File: src/rtl/rr_arbiter.sv
// rr_arbiter: round-robin arbiter granting one shared resource to one of
// WIDTH requesters at a time, with a bounded hold time per grant.
//
// Ports:
//   clk_i      - single clock, rising edge
//   srst_i     - synchronous reset, active high
//   req_i      - per-requester request bits
//   done_i     - current grantee releases the resource this cycle
//   gnt_o      - registered one-hot grant (zero when idle)
//   gnt_idx_o  - registered binary index of the grantee (holds when idle)
//   gnt_val_o  - high while a grant is active
//   timeout_o  - one-cycle pulse when a grant is revoked by the hold limit
//
// Priority: the requester strictly above the last grantee wins first, then
// the search wraps to requester 0. A releasing requester therefore drops to
// lowest priority but is re-granted if it is the only one still asking.

// Per-lane qualifier: keeps a request only if the lane sits strictly above
// the priority base.
module rr_arbiter_lane #(
  parameter int LANE  = 0,
  parameter int IDX_W = 1
) (
  input  logic             req_i,
  input  logic [IDX_W-1:0] base_i,
  output logic             above_req_o
);
  localparam logic [IDX_W-1:0] MY_IDX = IDX_W'(LANE);

  assign above_req_o = req_i & (MY_IDX > base_i);
endmodule

module rr_arbiter #(
  parameter int WIDTH    = 16,
  parameter int MAX_HOLD = 256
) (
  input  logic                                      clk_i,
  input  logic                                      srst_i,
  input  logic [WIDTH-1:0]                          req_i,
  input  logic                                      done_i,
  output logic [WIDTH-1:0]                          gnt_o,
  output logic [(($clog2(WIDTH) > 1) ? $clog2(WIDTH) : 1)-1:0] gnt_idx_o,
  output logic                                      gnt_val_o,
  output logic                                      timeout_o
);
  localparam int IDX_W = ($clog2(WIDTH) > 1) ? $clog2(WIDTH) : 1;
  localparam int CNT_W = $clog2(MAX_HOLD + 1);

  localparam logic [CNT_W-1:0] HOLD_LAST = CNT_W'(MAX_HOLD - 1);
  localparam logic [IDX_W-1:0] PTR_RST   = IDX_W'(WIDTH - 1);

  typedef enum logic {
    IDLE  = 1'b0,
    GRANT = 1'b1
  } state_e;

  state_e             state_q, state_d;
  logic [IDX_W-1:0]   ptr_q, ptr_d;
  logic [IDX_W-1:0]   gnt_idx_q, gnt_idx_d;
  logic [WIDTH-1:0]   gnt_q, gnt_d;
  logic               gnt_val_q, gnt_val_d;
  logic               timeout_q, timeout_d;
  logic [CNT_W-1:0]   hold_cnt_q, hold_cnt_d;

  // Priority base: in GRANT any re-arbitration happens on a release, and the
  // pointer must already reflect the releasing grantee, so the mask is built
  // from gnt_idx_q directly rather than waiting for ptr_q to update.
  logic [IDX_W-1:0]   base;
  logic [WIDTH-1:0]   above_req;
  logic [IDX_W-1:0]   pick_idx;
  logic               any_req;
  logic               cur_req;
  logic               hold_max;
  logic               release_ev;

  assign base = (state_q == GRANT) ? gnt_idx_q : ptr_q;

  for (genvar i = 0; i < WIDTH; i++) begin : g_lane
    rr_arbiter_lane #(
      .LANE  (i),
      .IDX_W (IDX_W)
    ) u_lane (
      .req_i       (req_i[i]),
      .base_i      (base),
      .above_req_o (above_req[i])
    );
  end

  function automatic logic [IDX_W-1:0] lowest_set(input logic [WIDTH-1:0] v);
    logic [IDX_W-1:0] r;
    r = '0;
    for (int i = WIDTH - 1; i >= 0; i--) begin
      if (v[i]) r = IDX_W'(i);
    end
    return r;
  endfunction

  always_comb begin
    pick_idx = (|above_req) ? lowest_set(above_req) : lowest_set(req_i);
  end

  assign any_req  = |req_i;
  assign cur_req  = req_i[gnt_idx_q];
  assign hold_max = (hold_cnt_q == HOLD_LAST);
  // Any one of: explicit done, grantee withdrew, hold limit reached.
  assign release_ev = done_i | ~cur_req | hold_max;

  always_comb begin
    state_d    = state_q;
    ptr_d      = ptr_q;
    gnt_idx_d  = gnt_idx_q;
    gnt_d      = gnt_q;
    gnt_val_d  = gnt_val_q;
    hold_cnt_d = hold_cnt_q;
    timeout_d  = 1'b0;

    case (state_q)
      IDLE: begin
        // done_i has no meaning without a grantee and is ignored here.
        if (any_req) begin
          state_d    = GRANT;
          gnt_idx_d  = pick_idx;
          gnt_d      = WIDTH'(1) << pick_idx;
          gnt_val_d  = 1'b1;
          hold_cnt_d = '0;
        end
      end
      GRANT: begin
        if (release_ev) begin
          ptr_d     = gnt_idx_q;
          // Timeout only when the limit is the sole reason for release;
          // done or withdrawal in the same cycle take precedence.
          timeout_d = hold_max & ~done_i & cur_req;
          if (any_req) begin
            gnt_idx_d  = pick_idx;
            gnt_d      = WIDTH'(1) << pick_idx;
            gnt_val_d  = 1'b1;
            hold_cnt_d = '0;
          end else begin
            state_d    = IDLE;
            gnt_d      = '0;
            gnt_val_d  = 1'b0;
            hold_cnt_d = '0;
          end
        end else begin
          hold_cnt_d = hold_cnt_q + CNT_W'(1);
        end
      end
      default: begin
        state_d = IDLE;
      end
    endcase
  end

  always_ff @(posedge clk_i) begin
    if (srst_i) begin
      state_q    <= IDLE;
      ptr_q      <= PTR_RST;
      gnt_idx_q  <= '0;
      gnt_q      <= '0;
      gnt_val_q  <= 1'b0;
      timeout_q  <= 1'b0;
      hold_cnt_q <= '0;
    end else begin
      state_q    <= state_d;
      ptr_q      <= ptr_d;
      gnt_idx_q  <= gnt_idx_d;
      gnt_q      <= gnt_d;
      gnt_val_q  <= gnt_val_d;
      timeout_q  <= timeout_d;
      hold_cnt_q <= hold_cnt_d;
    end
  end

  assign gnt_o     = gnt_q;
  assign gnt_idx_o = gnt_idx_q;
  assign gnt_val_o = gnt_val_q;
  assign timeout_o = timeout_q;
endmodule

File: config.mk
export PLATFORM = sky130hd
export DESIGN_NAME = rr_arbiter
export DESIGN_NICKNAME = d
export VERILOG_FILES = /design/src/rtl/rr_arbiter.sv
export SDC_FILE = /design/constraint.sdc
export NUM_CORES = 1
export LEC_CHECK = 0
export ABC_AREA = 1
export BUFFER_PORTS_ARGS = -buffer_cell sky130_fd_sc_hd__buf_2
export CORE_MARGIN = 2
export CORE_UTILIZATION = 57
export DETAILED_ROUTE_END_ITERATION = 8
export PLACE_DENSITY = 0.8
export SLEW_MARGIN = 20
export SYNTH_ARGS = -nofsm -noshare
export SYNTH_HDL_FRONTEND = slang
export SYNTH_HIERARCHICAL = 1
export SYNTH_SLANG_ARGS = --single-unit
File: constraint.sdc
create_clock -name clk_i -period 4.99 [get_ports clk_i]
set_clock_uncertainty 0.2 [all_clocks]
set_input_delay 0.2495 -clock clk_i [delete_from_list [all_inputs] [get_ports clk_i]]
set_output_delay 0.2495 -clock clk_i [all_outputs]
set_load 0.03 [all_outputs]
Word-level counts from Yosys, hierarchy flattened
Index checks and enable logic that the tools add are counted.
Storage, ports and cells
  register bits after elaboration: 36
  output and inout port bits: 22
  bits of input ports: 19
  logic and storage cells: 110
Operators by class
  equal/unequal tests: 3
  magnitude comparators: 17
  $add $sub $neg: 1
  bitwise logic cells: 24
  reductions and logical operators: 5
  multiplexer cells: 52
  shifts and indexed selects: 1
Operators with widths (number)
  $mux 4: 36
  $mux 16: 3
  $gt 4x4->1 const A: 8
  $pmux 16 s2: 1
  $reduce_or 16->1: 2
  $and 1x1->1: 18
  $mux 9: 2
  $pmux 9 s2: 1
  $gt 3x4->1 const A: 4
  $shl 1x4->16 const A: 1
  $add 9x1->9 const B: 1
  $eq 9x8->1 const B: 1
  $gt 1x4->1 const A: 2
  $gt 2x4->1 const A: 2
  $pmux 4 s2: 1
  $lt 4x5->1 const B: 1
  $mux 1: 5
  $bmux 1 s4: 1
  $not 1->1: 4
  $pmux 1 s2: 2
  $reduce_and 2->1: 2
  $reduce_or 3->1: 1
  $ne 2x1->1 const B: 1
  $ne 2x2->1 const B: 1
  $or 1x1->1: 2

Depth between registers and ports, before layout
Gate-level depths: netlist of the first run.
  depth in word-level cells: 24
  gate-level depth with buffers: 27
  depth with buffers taken out: 26

By module
Netlist of the first run, hierarchy kept.
By module, submodules not included
  rr_arbiter: seq. area each 720.7 um2, area an instance 2204.6 um2, instances 1, cells an instance 314
  rr_arbiter_lane at g_lane[10].u_lane ...: seq. area each 0.0 um2, area an instance 18.8 um2, instances 4, cells an instance 5
  rr_arbiter_lane at g_lane[1].u_lane ...: seq. area each 0.0 um2, area an instance 22.5 um2, instances 3, cells an instance 6
  rr_arbiter_lane at g_lane[11].u_lane ...: seq. area each 0.0 um2, area an instance 23.8 um2, instances 2, cells an instance 5
  rr_arbiter_lane at g_lane[7].u_lane: seq. area each 0.0 um2, area an instance 22.5 um2, instances 1, cells an instance 5
  rr_arbiter_lane at g_lane[3].u_lane: seq. area each 0.0 um2, area an instance 21.3 um2, instances 1, cells an instance 5
  rr_arbiter_lane at g_lane[4].u_lane: seq. area each 0.0 um2, area an instance 13.8 um2, instances 1, cells an instance 3
  rr_arbiter_lane at g_lane[12].u_lane: seq. area each 0.0 um2, area an instance 12.5 um2, instances 1, cells an instance 2
  rr_arbiter_lane at g_lane[14].u_lane: seq. area each 0.0 um2, area an instance 12.5 um2, instances 1, cells an instance 3
  rr_arbiter_lane at g_lane[0].u_lane: seq. area each 0.0 um2, area an instance 11.3 um2, instances 1, cells an instance 2
  rr_arbiter_lane at g_lane[8].u_lane: seq. area each 0.0 um2, area an instance 10.0 um2, instances 1, cells an instance 2

Least setup slack after synthesis of the first run
Ideal clock, no wire load.
  path kind: register -> register
  start point: register gnt_idx_q[3], in the netlist gnt_idx_o[3]
  end point: register gnt_q[4], in the netlist gnt_o[4]
  cell stages (with the launch flop): 26
  arrival time: 3303 ps
  slack: 1417 ps
  period minus slack after synthesis: 3573 ps
  path through: dfxtp_1 inv_1 o21ai_0 nand2_1 nor2_1 nor2_1 inv_1 nand2_1 nand2_1 nand2_1 nand2_1 nand2_1 nand2_1 nand2_1 nand2_1 nand2_1 nand2_1 nand2_1 nand2_1 nand2_1 nand2_1 nand2_1 buf_4 nor2_4 nand3_1 a21oi_2
On the way
  elaborated cells on any way between the ends: 63
RTL lines
  start, declared: RTL line 59  | logic [IDX_W-1:0] gnt_idx_q, gnt_idx_d;
  start signal, assigned: RTL line 167  | gnt_idx_q <= gnt_idx_d;
  $mux 4 *: RTL line 76  | assign base = (state_q == GRANT) ? gnt_idx_q : ptr_q;
  via base[3]: RTL line 68  | logic [IDX_W-1:0] base;
  $gt 4x4->1 *: RTL line 30  | assign above_req_o = req_i & (MY_IDX > base_i);
  $and 1x1->1 *: RTL line 30
  via above_req[13]: RTL line 69  | logic [WIDTH-1:0] above_req;
  $mux 4 (14 in a row): RTL line 93  | if (v[i]) r = IDX_W'(i);
  $mux 4 *: RTL line 99  | pick_idx = (|above_req) ? lowest_set(above_req) : lowest_set(req_i);
  $shl 1x4->16 *: RTL line 123, 136
  $mux 16: RTL line 134  | if (any_req) begin
  $mux 16: RTL line 129  | if (release_ev) begin
  $pmux 16 s2 *: RTL line 117  | case (state_q)
  end signal, assigned: RTL line 168  | gnt_q <= gnt_d;
  end, declared: RTL line 60  | logic [WIDTH-1:0] gnt_q, gnt_d;
The timed path passes the listed nets; every way through them passes the cells marked *. The select of a mux whose other input is x is not followed.
A chain may end at the register's enable or synchronous reset.

Worst setup path after layout of the first run
  start point: register gnt_idx_q[0], in the netlist gnt_idx_o[0]
  end point: register gnt_q[0], in the netlist gnt_o[0]
On the way
  elaborated cells on any way between the ends: 63
RTL lines (RTL line)
  $mux 4 *: 76
  via base[0]: 68
  $gt 4x4->1 *: 30
  $and 1x1->1 *: 30
  via above_req[9]: 69
  $mux 4 (10 in a row): 93
  $mux 4 *: 99
  $shl 1x4->16 *: 123, 136
  $mux 16: 134
  $mux 16: 129
  $pmux 16 s2 *: 117
Marks and branches as above.

==> results of run 1 <==
-- worst min-delay path by stage --
stage / endpoint / slack (ps)
4_1_cts: timeout_o / 20
5_1_grt: timeout_o / 40
6_report: timeout_o / 30
3_3_place_gp: gnt_o[13] / 250
2_1_floorplan: timeout_o / 220
3_5_place_dp: gnt_o[13] / 260
-- per-stage QoR --
stage / hold WS (ps) / power [mW] / cells / setup slack, ps / util [%]
finish: 27.7 / 0.865 / 480 / 1380 / 66.1
global route: 43.5 / 0.919 / 480 / 955 / 66.1
CTS: 19.9 / 0.870 / 480 / 1470 / 66.1
detailed placement: 256 / 0.621 / 472 / 1480 / 63.5
global placement: 250 / 0.614 / 472 / 1580 / 63.5
floorplan: 217 / 0.556 / 384 / 1420 / -
-- sequential cells by signal (all words and copies together) (netlist names) --
signal / count
state_q: 1
timeout_o: 1
gnt_val_o: 1
hold_cnt_q: 9
gnt_idx_o: 4
ptr_q: 4
gnt_o: 16
-- synth_stat cells (all sizes together) --
master	count
conb	1
a211oi	2
nand2	96
a22oi	3
dfxtp	36
nor3	2
o21bai	1
o211ai	5
clkbuf	2
nor2	53
nor3b	1
or2	1
a21oi	38
inv	71
nand3	28
nand4	8
nand3b	1
ha	2
clkinv	1
o21ai	19
xor2	4
buf	5
nor4	2
a21o	1
o21a	1
-- cell type report --
| type | instances | area [sq um] | area share [%] |
|---|---|---|---|
| multi-input cells | 269 | 1450 | 51.1 |
| well taps | 52 | 65.1 | 2.29 |
| clock buffers | 6 | 72.6 | 2.56 |
| repair buffers | 43 | 223 | 7.85 |
| clock inverters | 2 | 35.0 | 1.24 |
| inverters | 72 | 270 | 9.53 |
| flip-flops and latches | 36 | 721 | 25.4 |
-- layer usage --
metal / GRT usage (%) / share of wire (%)
met1: 29.8 / 44
met3: 4.04 / 5.1
met2: 44.3 / 49
met4: 10.9 / 1.8
met5: 0 / 0
-- power breakdown --
group / switching, mW / internal [mW] / total, mW
sequential: 0.0172 / 0.306 / 0.323
clock: 0.100 / 0.148 / 0.248
combinational: 0.202 / 0.0925 / 0.294
-- kinds of logic after synthesis --
family / count (synthesis)
simple gates: 192
buf+inv: 79
compound gates: 70
flops: 36
xor+xnor: 4
fa+ha+maj: 2
other cells: 1
-- worst reg2reg max path, stage by stage (launching register included) --
cell and delay, ps:
dfxtp_1 530, inv_2 150, o21ai_0 730, inv_1 90
nand2_1 110, a21oi_2 70, nor4_2 330, inv_1 70
nor2_1 140, nand2_1 150, o21ai_2 420, inv_1 240
nand3_1 160, a21oi_1 80
==> results.sh, run 1 <==
export IMPL_status="completed"
export IMPL_syn_cell_area_sq_um=2500
export IMPL_grt_overflow_total=0
export IMPL_timing_rr_start="gnt_idx_o[0]"
export IMPL_cts_root_buf="clkbuf_8"
export IMPL_end_kind="flip-flop"
export IMPL_seq_area_frac_synth_pct=28.8
export IMPL_io_pins=41
export IMPL_nets=448
export IMPL_crit_start="gnt_idx_o[0]"
export IMPL_drv_cap=0
export IMPL_fp_dieH_um=70.2
export IMPL_initial_core_util_pct=58.2
export IMPL_synth_mux_area_share_pct=0
export IMPL_post_cts_buffers=0
export IMPL_cts_resized=0
export IMPL_fmax_mhz=277
export IMPL_ys_ff_latch=36
export IMPL_period_share_pct=72.3
export IMPL_worst_slew_pin_slew_ps=876
export IMPL_path_delay_family="compound AO/OA/AOI/OAI gates"
export IMPL_powerDensity_nw_per_um2=305
export IMPL_ys_warn_count=6
export IMPL_vias_per_cell=5.23
export IMPL_antenna_left=0
export IMPL_critPathMaxStageDelay_ps=730
export IMPL_numCtsBuffers=5
export IMPL_worst_ep_arrival_time_ps=3550
export IMPL_drc=0
export IMPL_crit_buf_inv=4
export IMPL_antenna_found_initial=0
export IMPL_cpMostUsedCell="inv_1"
export IMPL_cts_hold_buf=0
export IMPL_rsz0062_at_grt="false"
export IMPL_r2r_end="gnt_o[0]"
export IMPL_synth_xor_area_share_pct=1.40
export IMPL_hold_viol_final=0
export IMPL_syn_avg_cell_area_sq_um=6.51
export IMPL_final_cell_mix="nand2_1, inv_1, nor2_1, buf_2, dfxtp_1"
export IMPL_grt_pass1_wl_um=10100
export IMPL_drv_slew=0
export IMPL_p_leak_nw=1.36
export IMPL_cpMaxStageDelayCell="o21ai_0"
export IMPL_cp_required_ps=4930
export IMPL_grt_max_degree=30
export IMPL_synth_nets=405
export IMPL_rr_worst_depth=13
export IMPL_tns_ps=0
export IMPL_drive_gt1_share_pct=23.4
export IMPL_clock_sinks=36
export IMPL_grt_pass1_vias=2362
export IMPL_synth_top_family_by_area="simple AND/OR/NAND/NOR gates"
export IMPL_crit_end="gnt_o[0]"
export IMPL_avgRoutedWirePerCell_um=12.1
export IMPL_die_area_sq_um=4930
export IMPL_path_class="flip-flop to flip-flop"
export IMPL_synth_fa_ha_area_share_pct=1.00
export IMPL_hold_path_class="input pin to flip-flop"
export IMPL_vias=2508
export IMPL_hold_path_startpoint="done_i"
export IMPL_row_count=24
export IMPL_synth_area_leaders="dfxtp_1, nand2_1, inv_1"
export IMPL_final_common_cell="nand2_1"
export IMPL_dp_hpwl_um=4370
export IMPL_globalplace_congestion=0.917
export IMPL_peakVddDrop_uv=247
export IMPL_clk_pin_slew_ps=70
export IMPL_placed_cell_area_sq_um=2730
export IMPL_path_max_fanout=12
export IMPL_synth_cell_types=41
export IMPL_period_minus_slack_ps=3610
export IMPL_final_area_sq_um=2840
export IMPL_cp_depth=13
export IMPL_io_buffers=40
export IMPL_die_x_um=70.2
export IMPL_path_cells="inv_2 -> o21ai_0 -> inv_1 -> nand2_1 -> a21oi_2 -> nor4_2 -> inv_1 -> nor2_1 -> nand2_1 -> o21ai_2 -> inv_1 -> nand3_1 -> a21oi_1"
export IMPL_coreArea_sq_um=4290
export IMPL_synth_compound_area_share_pct=18.4
export IMPL_netlist_instances=384
export IMPL_cts_htree_levels=2
export IMPL_track_usage_pct=25.1
export IMPL_diodes=0
export IMPL_post_synth_top_area_cell="dfxtp_1"
export IMPL_clock_path_buffers=2
export IMPL_cts_tree="built"
export IMPL_wl_um=5810
export IMPL_synth_top_area_share_pct=28.8
export IMPL_worstSetupStartpointType="flip-flop"
export IMPL_syn_to_final_growth_pct=13.5
export IMPL_fillCellCount=399
export IMPL_setup_viol=0
export IMPL_yosys_area_share_simple_pct=37.1
export IMPL_dr_first_iter_drc_count=155
export IMPL_relSlewSlack_pct=41.0
export IMPL_firstDrtPassIters=5
export IMPL_min_path_cells=3
export IMPL_rrSetupSlack_ps=1380
export IMPL_clock_latency_ps=290
No activity file was read; power rests on OpenSTA's default activity.
==> inputs of run 2 (changes only) <==
CORE_UTILIZATION = 51   (was 57)
PLACE_DENSITY = 0.76   (was 0.8)
clock period = 3.1 ns   (was 4.99 ns; I/O delays follow)
==> run 2 against run 1 <==
Compared with the run above: final area is 4.3% higher; global-route usage fell by 2.0 points; first-iteration DRC count down 29%; clock-buffer cell count is 2 higher; fmax rose by 26%; clock power increased by 35%; combinational power rose by 77%; final cell count increased by 5.2%; register-to-register slack got worse by 1100 ps; die area is 11% higher; highest routed layer unchanged.
==> results.sh, run 2 (synthesized netlist as in run 1, its figures left out) <==
export IMPL_status="completed"
export IMPL_die_x_um=74.0
export IMPL_cp_required_ps=3100
export IMPL_multi_input_comb_area_sq_um=1490
export IMPL_antenna_found_initial=0
export IMPL_r2r_end="gnt_o[10]"
export IMPL_initial_core_util_pct=52.9
export IMPL_powerDensity_nw_per_um2=463
export IMPL_hold_path_class="input pin to flip-flop"
export IMPL_fp_dieH_um=74.0
export IMPL_globalplace_congestion=0.970
export IMPL_crit_start="state_q"
export IMPL_whs_ps=95.0
export IMPL_peakVddDrop_uv=373
export IMPL_period_minus_slack_ps=2850
export IMPL_antenna_left=0
export IMPL_cts_root_buf="clkbuf_8"
export IMPL_worst_ep_arrival_time_ps=2860
export IMPL_die_area_sq_um=5480
export IMPL_setup_viol=0
export IMPL_grt_pass1_wl_um=9730
export IMPL_clk_pin_slew_ps=70
export IMPL_avgRoutedWirePerCell_um=11.9
export IMPL_final_common_cell="nand2_1"
export IMPL_dp_cells=490
export IMPL_diodes=0
export IMPL_vias=2520
export IMPL_drv_slew=0
export IMPL_stdcell_count=505
export IMPL_grt_max_degree=30
export IMPL_crit_end="gnt_o[10]"
export IMPL_drc=0
export IMPL_path_class="flip-flop to flip-flop"
export IMPL_cts_htree_levels=2
export IMPL_hold_viol_final=0
export IMPL_cts_tree="built"
export IMPL_rr_worst_depth=16
export IMPL_io_pins=41
export IMPL_row_count=25
export IMPL_end_kind="flip-flop"
export IMPL_drive_gt1_share_pct=25.6
export IMPL_clock_path_buffers=2
export IMPL_final_cell_mix="nand2_1, inv_1, nor2_1, buf_2, dfxtp_1"
export IMPL_numCtsBuffers=5
export IMPL_coreArea_sq_um=4720
export IMPL_vias_per_cell=4.99
export IMPL_fillCellCount=452
export IMPL_period_share_pct=92.1
export IMPL_clock_sinks=36
export IMPL_wl_um=6030
export IMPL_grt_overflow_total=0
export IMPL_dr_first_iter_drc_count=110
export IMPL_min_path_cells=5
export IMPL_seqCellArea_sq_um=721
export IMPL_track_usage_pct=23.1
export IMPL_path_max_fanout=14
export IMPL_worst_slew_pin_slew_ps=643
export IMPL_dp_hpwl_um=4450
export IMPL_critPathMaxStageDelay_ps=340
export IMPL_largest_register_ffs=16
export IMPL_io_buffers=40
export IMPL_firstDrtPassIters=5
export IMPL_syn_to_final_growth_pct=18.4
export IMPL_relSlewSlack_pct=57.1
export IMPL_p_leak_nw=1.41
export IMPL_cpMaxStageDelayCell="dfxtp_1"
export IMPL_fmax_mhz=350
export IMPL_nets=458
export IMPL_worstSetupStartpointType="flip-flop"
export IMPL_path_cells="inv_1 -> buf_4 -> o21ai_1 -> buf_6 -> nor2_1 -> nand2_1 -> a21oi_2 -> nor4_2 -> inv_1 -> nor2_1 -> nand2_2 -> o21ai_4 -> inv_2 -> nor2_4 -> nand3_1 -> a21oi_1"
export IMPL_drv_cap=0
export IMPL_rrSetupSlack_ps=250
export IMPL_clock_latency_ps=280
export IMPL_timing_rr_start="state_q"
export IMPL_grt_pass1_vias=2184
[run 2: metal layers]
metal | up-vias | track usage, % | share of wire, %
met5 | - | 0 | 0
met3 | 8 | 3.79 | 4.1
met1 | 1127 | 27.8 | 43
met4 | 0 | 8.89 | 1.9
li1 | 1322 | - | -
met2 | 63 | 41.2 | 51
[run 2: per-stage QoR]
stage          cell area, sq um  total power [mW]  worst slack [ps]  utilization [%]  setup TNS, ps
2_1_floorplan              2500             0.896              38.6                -              0
3_3_place_gp               2770             0.998              -165             58.7          -2100
3_5_place_dp               2770              1.01              -248             58.7          -3800
4_1_cts                    2890              1.35              77.8             61.1              0
5_1_grt                    2960              1.46             -12.3             62.6          -22.0
6_report                   2960              1.37               245             62.6              0
[run 2: timing repair]
action | CTS | global route
setup endpoints to repair | 18 | 18
gates resized for setup | 3 | 6
endpoints found under the hold margin | 1 | 0
buffers inserted | 0 | 6
hold buffers | 1 | 0
pin swaps | 0 | 2
cloned | 0 | 0
[run 2: layout make-up]
class                   instances  share of cell area [%]
clock buffers                   8                    3.04
inverters                      72                    9.13
multi-input cells             269                    50.4
flip-flops and latches         36                    24.4
well taps                      67                    2.83
repair buffers                 53                    10.3
[run 2: worst max-delay path, delay by kind of cell (launching register included)]
family	cells	cell delay, ps
compound gates	4	620
buf+inv	5	620
flops	1	340
simple gates	7	990
[run 2: how the worst min path moves through the flow]
| stage | start | end | slack, ps |
|---|---|---|---|
| floorplan | done_i | timeout_o | 120 |
| global placement | done_i | timeout_o | 230 |
| detailed placement | done_i | timeout_o | 240 |
| CTS | req_i[10] | state_q | 90 |
| global route | req_i[9] | state_q | 120 |
| finish | req_i[10] | state_q | 100 |
[run 2: report_power, final]
| part | internal, mW | switching, mW | total (mW) |
|---|---|---|---|
| Combinational | 0.176 | 0.343 | 0.519 |
| Sequential | 0.492 | 0.0221 | 0.515 |
| Clock | 0.181 | 0.154 | 0.335 |
| Total | 0.850 | 0.519 | 1.37 |
